--- src/rtl/dma_2d_pkg.sv ---
// Shared definitions for the 2D DMA read and write masters: FSM encoding,
// AXI field constants and burst-splitting limits.
package dma_2d_pkg;

    typedef enum logic [3:0] {
        IDLE     = 4'b0001,
        AR_PHASE = 4'b0010,
        R_PHASE  = 4'b0100,
        NEXT     = 4'b1000
    } dma_state_t;

    localparam logic [1:0] BURST_INCR = 2'b01;
    localparam logic [2:0] SIZE_4B    = 3'b010;
    localparam logic [1:0] RESP_OKAY  = 2'b00;

    localparam int MAX_BURST_BYTES = 64;
    localparam int PAGE_BYTES      = 4096;

endpackage

--- src/rtl/dma_burst_calc.sv ---
// Burst sizer: bytes = min(64, remaining row bytes, distance to next 4 KB page),
// plus the matching AXI length field (beats - 1) for 4-byte beats.
module dma_burst_calc
    import dma_2d_pkg::*;
(
    input  logic [31:0] cur_addr,
    input  logic [31:0] line_rem,
    output logic [6:0]  len_bytes,
    output logic [7:0]  arlen
);

    logic [31:0] boundary_dist;

    assign boundary_dist = ((cur_addr & ~32'(PAGE_BYTES - 1)) + 32'(PAGE_BYTES)) - cur_addr;

    // Both candidates are below 64 whenever they win, so the 7-bit slice is exact.
    always_comb begin
        len_bytes = 7'(MAX_BURST_BYTES);
        if ((line_rem < 32'(MAX_BURST_BYTES)) || (boundary_dist < 32'(MAX_BURST_BYTES))) begin
            if (line_rem < boundary_dist)
                len_bytes = line_rem[6:0];
            else
                len_bytes = boundary_dist[6:0];
        end
    end

    assign arlen = ({1'b0, len_bytes} >> 2) - 8'd1;

endmodule

--- src/rtl/read_master_2d.sv ---
// AXI4 read master for the 2D DMA: walks a strided image window in bursts and
// pushes every read beat into the shared data FIFO. Optional: RD_RRESP_CHECK_EN.
module read_master_2d
    import dma_2d_pkg::*;
#(
    parameter int C_M_AXI_ADDR_WIDTH = 32,
    parameter int C_M_AXI_DATA_WIDTH = 32
) (
    input  logic                          clk,
    input  logic                          reset,
    input  logic                          i_start,
    input  logic [31:0]                   i_src_addr,
    input  logic [31:0]                   i_img_width,
    input  logic [31:0]                   i_img_height,
    input  logic [31:0]                   i_img_stride,
    output logic                          o_read_done,
    output logic                          o_busy,
    output logic                          o_read_error,
    input  logic                          i_fifo_full,
    output logic                          o_fifo_wr_en,
    output logic [31:0]                   o_fifo_wdata,
    output logic [C_M_AXI_ADDR_WIDTH-1:0] m_axi_araddr,
    output logic [7:0]                    m_axi_arlen,
    output logic [2:0]                    m_axi_arsize,
    output logic [1:0]                    m_axi_arburst,
    output logic                          m_axi_arvalid,
    input  logic                          m_axi_arready,
    input  logic [C_M_AXI_DATA_WIDTH-1:0] m_axi_rdata,
    input  logic [1:0]                    m_axi_rresp,
    input  logic                          m_axi_rlast,
    input  logic                          m_axi_rvalid,
    output logic                          m_axi_rready
);

    dma_state_t  state;
    logic [31:0] width_q;
    logic [31:0] height_q;
    logic [31:0] stride_q;
    logic [31:0] cur_addr;
    logic [31:0] line_start;
    logic [31:0] line_bytes;
    logic [31:0] line_cnt;
    logic [6:0]  burst_bytes;
    logic [7:0]  beat_cnt;
    logic        arvalid_q;
    logic        done_q;

    logic [31:0] line_rem;
    logic [6:0]  calc_bytes;
    logic [7:0]  calc_arlen;
    logic        r_hs;
    logic        row_end;
    logic        last_row;
    logic        err_stop;
    logic [31:0] next_line_start;
    logic [7:0]  burst_beats;

    assign line_rem = width_q - line_bytes;

    dma_burst_calc u_burst_calc (
        .cur_addr  (cur_addr),
        .line_rem  (line_rem),
        .len_bytes (calc_bytes),
        .arlen     (calc_arlen)
    );

    assign m_axi_araddr  = cur_addr[C_M_AXI_ADDR_WIDTH-1:0];
    assign m_axi_arlen   = calc_arlen;
    assign m_axi_arsize  = SIZE_4B;
    assign m_axi_arburst = BURST_INCR;
    assign m_axi_arvalid = arvalid_q;

    // The FIFO push is the R handshake itself, so a stalled beat is never pushed twice.
    assign m_axi_rready = (state == R_PHASE) && !i_fifo_full;
    assign r_hs         = m_axi_rready && m_axi_rvalid;
    assign o_fifo_wr_en = r_hs;
    assign o_fifo_wdata = m_axi_rdata;

    assign o_busy      = (state != IDLE);
    assign o_read_done = done_q;

    assign row_end         = (line_bytes + {25'd0, burst_bytes}) >= width_q;
    assign last_row        = row_end && (line_cnt == (height_q - 32'd1));
    assign next_line_start = line_start + stride_q;
    assign burst_beats     = {1'b0, burst_bytes} >> 2;

`ifdef RD_RRESP_CHECK_EN
    logic read_error_q;
    assign o_read_error = read_error_q;
    assign err_stop     = read_error_q;
`else
    logic unused_rresp;
    assign unused_rresp = ^m_axi_rresp;
    assign o_read_error = 1'b0;
    assign err_stop     = 1'b0;
`endif

    always_ff @(posedge clk) begin
        if (reset) begin
            state       <= IDLE;
            width_q     <= '0;
            height_q    <= '0;
            stride_q    <= '0;
            cur_addr    <= '0;
            line_start  <= '0;
            line_bytes  <= '0;
            line_cnt    <= '0;
            burst_bytes <= '0;
            beat_cnt    <= '0;
            arvalid_q   <= 1'b0;
            done_q      <= 1'b0;
`ifdef RD_RRESP_CHECK_EN
            read_error_q <= 1'b0;
`endif
        end else begin
            case (state)
                IDLE: begin
                    if (i_start) begin
                        width_q    <= i_img_width;
                        height_q   <= i_img_height;
                        stride_q   <= i_img_stride;
                        cur_addr   <= i_src_addr;
                        line_start <= i_src_addr;
                        line_bytes <= '0;
                        line_cnt   <= '0;
`ifdef RD_RRESP_CHECK_EN
                        read_error_q <= 1'b0;
`endif
                        if ((i_img_width == 32'd0) || (i_img_height == 32'd0)) begin
                            done_q <= 1'b1;
                        end else begin
                            done_q    <= 1'b0;
                            arvalid_q <= 1'b1;
                            state     <= AR_PHASE;
                        end
                    end
                end
                AR_PHASE: begin
                    if (m_axi_arready) begin
                        arvalid_q   <= 1'b0;
                        burst_bytes <= calc_bytes;
                        beat_cnt    <= '0;
                        state       <= R_PHASE;
                    end
                end
                R_PHASE: begin
                    if (r_hs) begin
                        beat_cnt <= beat_cnt + 8'd1;
`ifdef RD_RRESP_CHECK_EN
                        if (m_axi_rresp != RESP_OKAY)
                            read_error_q <= 1'b1;
`endif
                        if (m_axi_rlast)
                            state <= NEXT;
                    end
                end
                NEXT: begin
                    if (row_end) begin
                        line_start <= next_line_start;
                        cur_addr   <= next_line_start;
                        line_bytes <= '0;
                        line_cnt   <= line_cnt + 32'd1;
                    end else begin
                        cur_addr   <= cur_addr + {25'd0, burst_bytes};
                        line_bytes <= line_bytes + {25'd0, burst_bytes};
                    end
                    if (last_row || err_stop) begin
                        done_q <= 1'b1;
                        state  <= IDLE;
                    end else begin
                        arvalid_q <= 1'b1;
                        state     <= AR_PHASE;
                    end
                end
                default: begin
                    arvalid_q <= 1'b0;
                    state     <= IDLE;
                end
            endcase
        end
    end

    // rlast is trusted for control; the beat counter only cross-checks the slave.
    assert property (@(posedge clk) disable iff (reset)
        (r_hs && m_axi_rlast) |-> (beat_cnt == (burst_beats - 8'd1)));

endmodule

--- config.mk ---
export PLATFORM = sky130hd
export DESIGN_NAME = read_master_2d
export DESIGN_NICKNAME = d
export VERILOG_FILES = /design/src/rtl/dma_2d_pkg.sv /design/src/rtl/dma_burst_calc.sv /design/src/rtl/read_master_2d.sv
export SDC_FILE = /design/constraint.sdc
export NUM_CORES = 1
export LEC_CHECK = 0
export BUFFER_PORTS_ARGS = -buffer_cell sky130_fd_sc_hd__clkbuf_2
export CORE_ASPECT_RATIO = 1.2
export CORE_MARGIN = 8
export CORE_UTILIZATION = 50
export DETAILED_ROUTE_END_ITERATION = 12
export HOLD_SLACK_MARGIN = 0.15
export PLACE_DENSITY = 0.75
export RECOVER_POWER = 100
export SLEW_MARGIN = 20
export SYNTH_ARGS = -nofsm -noshare
export SYNTH_HDL_FRONTEND = slang
export SYNTH_SLANG_ARGS = --single-unit
--- constraint.sdc ---
create_clock -name clk -period 8.55 [get_ports clk]
set_clock_uncertainty 0.05 [all_clocks]
set_input_delay 1.71 -clock clk [delete_from_list [all_inputs] [get_ports clk]]
set_output_delay 1.71 -clock clk [all_outputs]
set_load 0.02 [all_outputs]
* Yosys cells after proc, flatten, opt, wreduce, memory -nomap -nowiden
Cells that the tools add are included.
** Storage, ports and cells
- Bits in registers :: 237
- Input port bits :: 169
- Output and inout port bits :: 83
** Cells by class
- Order comparisons :: 4
- Reduce and logical (&&, ||, !) cells :: 16
- Multiplexer cells :: 28
- Bitwise operators :: 1
- Add/subtract/negate cells :: 9
- Equality and inequality tests :: 14
** Operators with widths (count)
- case mux 32 bit (2 select lines) :: 4
- two-way mux 32 bit :: 6
- adder 32 x 7 -> 32 bit :: 2
- logical NOT 32 bit :: 2
- < comparator 32 x 7 -> 1 bit (second input constant) :: 2
- subtractor 32 bit :: 2
- adder 32 x 1 -> 32 bit (second input constant) :: 1
- adder 32 x 13 -> 32 bit (second input constant) :: 1
- adder 32 bit :: 1
- == test 32 bit :: 1
- >= comparator 32 bit :: 1
- < comparator 32 bit :: 1
- subtractor 32 x 1 -> 32 bit (second input constant) :: 1
- two-way mux 4 bit :: 5
- != test 2 bit (second input constant) :: 8
- case mux 4 bit (4 select lines) :: 1
- two-way mux 7 bit :: 2
- AND reduction 5 bit :: 2
- two-way mux 1 bit :: 7
- AND reduction 2 bit :: 3
- AND reduction 3 bit :: 2
- subtractor 5 x 1 -> 6 bit (second input constant) :: 1
- == test 4 x 1 -> 1 bit (second input constant) :: 1
- == test 4 x 2 -> 1 bit (second input constant) :: 1
- other kinds (11) :: 14

* Longest topological paths before layout
Gate-level depths: netlist of the first run.
- Depth after elaboration :: 6
- Depth in mapped cells :: 27
- Depth with buffers taken out :: 24

* By module
A second synthesis of the first run with hierarchy kept.
** Second synthesis, totals
- Cells, all modules :: 2314
- Area total of the unflattened synthesis :: 17549.3 um2
** Modules (own cells, without submodules)
- read_master_2d :: instances 1, seq. area each 4744.6 um2, cells each 2146, area each 16399.5 um2
- dma_burst_calc :: instances 1, seq. area each 0.0 um2, cells each 168, area each 1149.9 um2

* Worst setup path after synthesis of the first run
OpenSTA, ideal clock, no wires.
- Kind :: register -> output
- Start :: reg line_bytes[16]
- End :: out m_axi_arlen[4]
- Buffers on the path :: 2
- Cell stages (with the launch flop) :: 20
- Arrival time :: 4.615 ns
- Setup slack :: 2.175 ns
- Cells stage by stage :: dfxtp_1 > inv_1 > ha_1 > clkbuf_1 > a211o_1 > a21oi_1 > a21oi_1 > a211o_1 > or2_2 > o311ai_0 > nand4b_1 > nor4_1 > buf_2 > mux2_2 > nand2_1 > ha_1 > nand2_1 > a31oi_1 > o32ai_1 > xnor2_1
** On the way
- Longest elaborated chain between the ends :: 5
- Elaborated cells on any way between the ends :: 7
- Those cells by class :: add/sub: 2; order compare: 2; mux: 2; reduce/logical: 1
** RTL lines
- start: declaration :: line read_master_2d.sv:41 : logic [31:0] line_bytes;
- start signal: assignment :: line read_master_2d.sv:165 : line_bytes <= line_bytes + {25'd0, burst_bytes};
- subtractor 32 bit * :: line read_master_2d.sv:58 : assign line_rem = width_q - line_bytes;
- < comparator 32 bit / < comparator 32 x 7 -> 1 bit (equally long branches) :: line dma_burst_calc.sv:20, dma_burst_calc.sv:19
- two-way mux 7 bit / logical OR 1 bit (equally long branches) :: line dma_burst_calc.sv:20, dma_burst_calc.sv:19
- two-way mux 7 bit * :: line dma_burst_calc.sv:19 : if ((line_rem < 32'(MAX_BURST_BYTES)) || (boundary_dist < 32'(MAX_BURST_BYTES))) begin
- subtractor 5 x 1 -> 6 bit * :: line dma_burst_calc.sv:27 : assign arlen = ({1'b0, len_bytes} >> 2) - 8'd1;
- end: declaration :: line read_master_2d.sv:23 : output logic [7:0] m_axi_arlen,
Every way passes the cells marked *; elsewhere a longest branch is shown, timed or not.

* Worst setup path in the final report of the first run
- Start :: reg width_q[0]
- End :: out m_axi_arlen[4]
** On the way
- Longest elaborated chain between the ends :: 5
- Elaborated cells on any way between the ends :: 7
- Those cells by class :: add/sub: 2; order compare: 2; mux: 2; reduce/logical: 1
** RTL lines
- start: declaration :: line read_master_2d.sv:36 : logic [31:0] width_q;
- start signal: assignment :: line read_master_2d.sv:119 : width_q <= i_img_width;
- subtractor 32 bit * :: line read_master_2d.sv:58
- < comparator 32 bit / < comparator 32 x 7 -> 1 bit (equally long branches) :: line dma_burst_calc.sv:20, dma_burst_calc.sv:19
- two-way mux 7 bit / logical OR 1 bit (equally long branches) :: line dma_burst_calc.sv:20, dma_burst_calc.sv:19
- two-way mux 7 bit * :: line dma_burst_calc.sv:19
- subtractor 5 x 1 -> 6 bit * :: line dma_burst_calc.sv:27
Marked as above.

==> results of run 1 <==
-- critical path: stages, from the launching register on --
cell and delay, ps:
dfxtp_1 340, inv_1 70, ha_1 160, inv_1 50
fa_1 410, a21oi_1 210, o211ai_1 270, a211oi_1 540
o21ai_0 270, a221oi_1 440, xor2_1 250, o2111ai_1 230
nor4_2 290, buf_4 250, mux2_2 360, nand2_1 90
ha_1 240, nand2_1 80, a31oi_1 180, o32ai_1 120
xnor2_1 280, clkbuf_1 270
-- per-stage QoR --
step	hold slack, ps	power [mW]	util
after CTS	412	5.51	0.555
final	409	5.50	0.553
after global placement	398	4.28	0.531
after global routing	436	5.92	0.553
after detailed placement	403	4.36	0.531
after floorplan	390	3.66	-
-- logic make-up (layout without fill, tap and decap cells) --
family / count (synthesis) / in the layout / synth area share
DFF: 237 / 237 / 0.270
xor gates and xnor gates: 160 / 160 / 0.0798
adders and majority gates: 129 / 129 / 0.0937
AOI/OAI and AO/OA: 615 / 615 / 0.228
and+or+nand+nor: 939 / 939 / 0.249
muxes: 18 / 18 / 0.0106
buffers and inverters: 280 / 367 / 0.0687
other: 2 / 8 / 0.000428
-- path summary, 6_finish.rpt --
path | startpoint | endpoint | slack [ps] | cells after the start
worst min-delay path | stride_q[15] | stride_q[15] | 410 | 2
worst min register to register | stride_q[15] | stride_q[15] | 410 | 2
worst max register to register | burst_bytes[0] | state[1] | 1220 | 26
worst max-delay path | width_q[0] | m_axi_arlen[4] | 860 | 21
-- cell type report --
| type | count | area share |
|---|---|---|
| clock inverters | 10 | 0.00416 |
| diodes | 2 | 0.000260 |
| well taps | 462 | 0.0300 |
| multi-input cells | 1867 | 0.605 |
| clock buffers | 37 | 0.0397 |
| repair buffers | 199 | 0.0501 |
| flip-flops and latches | 237 | 0.247 |
| inverters | 121 | 0.0236 |
-- state kept, by name, summed over array words and instances, names as in the netlist, 7 cells and up --
register / flops
height_q: 32
line_bytes: 32
line_cnt: 32
line_start: 32
m_axi_araddr: 32
stride_q: 32
width_q: 32
burst_bytes: 7
-- synth_stat cells (40+ instances only) --
library cell and instances:
o21ai_0 82, buf_4 40, nor2_1 198, and3_1 41
xor2_1 43, nor3_1 62, inv_1 121, xnor2_1 117
nor4_1 44, dfxtp_1 237, nand2_1 377, a21oi_1 227
clkbuf_1 109, nand3_1 57, a211oi_1 45, a21o_1 48
ha_1 125
-- per-layer routing --
layer  vias to the layer above  track usage  routed length [um]
met5                         -            0                   0
met3                        99       0.0326                3080
met2                       596        0.422               25100
met4                         0       0.0903                1640
met1                      8177        0.295               22300
li1                       8574            -                   -
-- power groups by stage --
| stage | registers (mW) | logic [mW] | clock network (mW) |
|---|---|---|---|
| 5_1_grt | 1.55 | 3.18 | 1.20 |
| 4_1_cts | 1.51 | 2.84 | 1.15 |
| 2_1_floorplan | 1.50 | 2.16 | 0 |
| 3_3_place_gp | 1.53 | 2.76 | 0 |
| 6_report | 1.52 | 2.85 | 1.13 |
| 3_5_place_dp | 1.53 | 2.82 | 0 |
==> flow_metrics.tcl, run 1 <==
set metrics [dict create \
    status "finished, violations left" \
    failed_checks "capacitance limit, slew limit" \
    setup_viol 0 \
    grtUsageTotal 0.240 \
    peakVddDrop_uv 147 \
    netSwitchingFraction 0.448 \
    coreArea_um2 34800 \
    vias_per_cell 5.94 \
    slew_headroom -2.23 \
    start_kind "register" \
    multi_input_area_um2 11600 \
    clk_latency_ps 550 \
    grt_pass1_wl_mm 84.6 \
    clk_root_buffer_cell "clkbuf_16" \
    hp-class "register to register" \
    dp_slack_ps 1580 \
    p_sw_mw 2.46 \
    yosysSeqAreaShare 0.270 \
    fill_cells 3393 \
    layout_commonest_cell "nand2_1" \
    ant_nets 0 \
    worstPathRequired_ps 6790 \
    drc 0 \
    dieArea_um2 41400 \
    synth_ff_type "dfxtp_1" \
    tns_ps 0 \
    yosysTopAreaCellShare 0.270 \
    async_flop_share 0 \
    cts_buffers 26 \
    io_pins 252 \
    die_w_um 187 \
    htreeDepth 1 \
    setup_ws_ps 860 \
    gp_congestion 0.940 \
    gr-total-overflow 0 \
    grt_max_degree 103 \
    rsz0062_at_grt "false" \
    dieHeight_um 221 \
    grt_pass1_vias 16700 \
    fin_crit_ps 7690 \
    syn_to_final_growth_pct 9.62 \
    post_cts_resized 0 \
    netlist_instances 2380 \
    slew_violations 338 \
    wl_per_cell_um 17.7 \
    p_comb_frac 0.519 \
    synth_top_area_cell "dfxtp_1" \
    cts_tree "yes" \
    avgSynthCellArea_um2 7.37 \
    synth_seq_cells 237 \
    row_count 75 \
    clock.fmax_ghz 0.130 \
    synthTopCellsByArea "dfxtp_1 (27%), ha_1 (8.9%), nand2_1 (8.1%)" \
    p_clk_frac 0.205 \
    crit_type "register to primary output" \
    port_buffers 179 \
    finalCritPeriodShare 0.899 \
    first_pass_iters 7 \
    antenna_found_initial 1 \
    ys_warn_count 0 \
    power_density_nw_per_um2 286 \
    regArea_um2 4740 \
    final_nets 2750 \
    synth-edff-count 0 \
    place_area_um2 18500 \
    critPathArrivalTime_ps 5930 \
    drtIter0Drc 1392 \
    p_int_mw 3.04 \
    seq_power_share 0.276 \
    routed_wl_mm 52.0 \
    vias 17400 \
    dp_hpwl_mm 39.4 \
    cts_buffer_depth 3 \
    maxCapViolations 4 \
    cts.sinks 237 \
    dp_cells 2886 \
    design_area_um2 19200 \
    cts_hold_buf 0 \
    synthesis.area_um2 17600 \
    clkTransAtPathRegs_ps 60 \
    final_cell_mix "nand2_1 (377), dfxtp_1 (237), a21oi_1 (227)" \
    netlist-cell-type-count 73 \
    p_leak_nw 7.80 \
    hold_viol 0 \
    start_util 0.504 \
    endpoint_kind "primary output" \
    worst-slew-pin-transition_ps 4840 \
    critPathMaxFanout 11 \
    drive_gt1_frac 0.0919 \
    fin_cells 2935 \
    post_cts_buffers 0 \
]
(Power assumes the default switching activity.)
==> run 2: changes to the inputs <==
--- a/config.mk
+++ b/config.mk
@@ -10,6 +10,7 @@
 export CORE_MARGIN = 8
 export CORE_UTILIZATION = 50
 export DETAILED_ROUTE_END_ITERATION = 12
+export GPL_TIMING_DRIVEN = 0
 export HOLD_SLACK_MARGIN = 0.15
 export PLACE_DENSITY = 0.75
 export RECOVER_POWER = 100
==> run 2 against run 1 <==
Against the previous run:
- the flow now finishes without violations
- total power increased by 7.3%
- die area unchanged
- clock power increased by 16%
- worst setup slack got worse by 480 ps
- sequential share of layout area decreased by 1.0 points
- register-to-register slack got worse by 100 ps
- via count increased by 6.3%
- final area increased by 4.4%
- maximum frequency decreased by 5.9%
- first-iteration DRC count increased by 6.5%
- cell count increased by 5.8%
- worst hold slack got worse by 0.90 ps
- critical endpoint unchanged
- largest power group unchanged
==> flow_metrics.tcl, run 2 (synthesis results as in run 1) <==
set metrics [dict create \
    antenna_found_initial 1 \
    clock.fmax_ghz 0.122 \
    drive_gt1_frac 0.0950 \
    peakVddDrop_uv 171 \
    hold_viol 0 \
    worst-slew-pin-transition_ps 1240 \
    place_area_um2 19200 \
    final_nets 2922 \
    start_util 0.504 \
    dieHeight_um 221 \
    tns_ps 0 \
    start_kind "register" \
    first_pass_iters 5 \
    critPathMaxFanout 10 \
    drtIter0Drc 1483 \
    cts_buffer_depth 3 \
    routed_wl_mm 61.0 \
    clk_latency_ps 550 \
    fill_cells 3391 \
    hold_depth 2 \
    vias_per_cell 5.97 \
    syn_to_final_growth_pct 14.4 \
    final_util 0.577 \
    coreArea_um2 34800 \
    final_cell_mix "nand2_1 (377), dfxtp_1 (237), a21oi_1 (227)" \
    dp_hpwl_mm 48.5 \
    finalCritPeriodShare 0.955 \
    critPathArrivalTime_ps 6410 \
    cpPeakStageDelay_ps 610 \
    gr-total-overflow 0 \
    port_buffers 210 \
    endpoint_kind "primary output" \
    crit_type "register to primary output" \
    multi_input_area_um2 11600 \
    ant_nets 0 \
    cts_tree "yes" \
    vias 18600 \
    cts_buffers 27 \
    grt_pass1_vias 18100 \
    wl_per_cell_um 19.7 \
    dieArea_um2 41400 \
    htreeDepth 1 \
    gp_congestion 0.965 \
    crit_top_cell "nand2_1" \
    slew_headroom 0.174 \
    row_count 75 \
    fin_crit_ps 8170 \
    clk_root_buffer_cell "clkbuf_16" \
    cp_slowest_cell "a211oi_1" \
    die_w_um 187 \
    clkTransAtPathRegs_ps 60 \
    maxCapViolations 0 \
    path_cells "inv_1 > ha_1 > inv_1 > fa_1 > a21oi_1 > o211ai_1 > a211oi_1 > o21ai_0 > a2111o_1 > nand2_1 > nand4b_1 > nor4_1 > buf_2 > mux2_2 > nand2_1 > ha_1 > nand2_1 > a31oi_1 > o32ai_1 > xnor2_1 > clkbuf_1" \
    grt_pass1_wl_mm 95.7 \
    regArea_um2 4740 \
    setup_viol 0 \
    post_cts_resized 0 \
    io_pins 252 \
    p_leak_nw 8.15 \
    drc 0 \
    cts.sinks 237 \
    rsz0062_at_grt "false" \
    power_density_nw_per_um2 294 \
    grtUsageTotal 0.281 \
    post_cts_buffers 0 \
    status "finished, final reports clean" \
    grt_max_degree 15 \
    layout_commonest_cell "nand2_1" \
    cts_hold_buf 0 \
    hp-class "register to register" \
    worstPathRequired_ps 6790 \
    ff2ff_path_depth 26 \
    slew_violations 0 \
    design_area_um2 20100 \
]
run 2: where the power goes:
| part | internal [mW] | total [mW] | switching (mW) |
|---|---|---|---|
| combinational | 1.12 | 3.07 | 1.95 |
| sequential | 1.30 | 1.52 | 0.218 |
| clock | 0.802 | 1.31 | 0.509 |
run 2: stage by stage:
stage               power (mW)  instances  hold WS, ps  setup WS [ps]
floorplan                 3.66       2384          390           2170
global placement          4.47       3056          401           1190
detailed placement        4.54       3057          401           1050
CTS                       5.86       3104          410            446
global route              6.28       3104          432           67.1
finish                    5.90       3105          408            381
run 2: worst max-delay path, delay by kind of cell, from the launching register on:
kind | cells | cell delay [ps]
DFF | 1 | 330
buffers and inverters | 4 | 740
and+or+nand+nor | 5 | 1010
muxes | 1 | 380
xor gates and xnor gates | 1 | 250
AOI/OAI and AO/OA | 7 | 2270
adders and majority gates | 3 | 870
run 2: final timing paths:
check	startpoint	end	slack, ps
hold reg to reg	stride_q[8]	stride_q[8]	410
hold / removal	stride_q[8]	stride_q[8]	410
setup / recovery	width_q[0]	m_axi_arlen[4]	380
setup reg to reg	burst_bytes[0]	m_axi_araddr[18]	1120
run 2: area by class of cell:
cell class              instances  area share
clock buffers                  36      0.0378
plain buffers                 159      0.0374
flip-flops and latches        237       0.236
well taps                     462      0.0288
repair buffers                211      0.0477
multi-input cells            1867       0.579
inverters                     121      0.0226
diodes                          1    0.000125
clock inverters                11      0.0108
run 2: layer usage:
metal / share of wire / GRT usage / vias up
met1: 0.41 / 0.335 / 8695
met4: 0.056 / 0.150 / 2
met3: 0.068 / 0.0403 / 191
li1: - / - / 8920
met2: 0.47 / 0.483 / 742
met5: 0.00018 / 0 / -
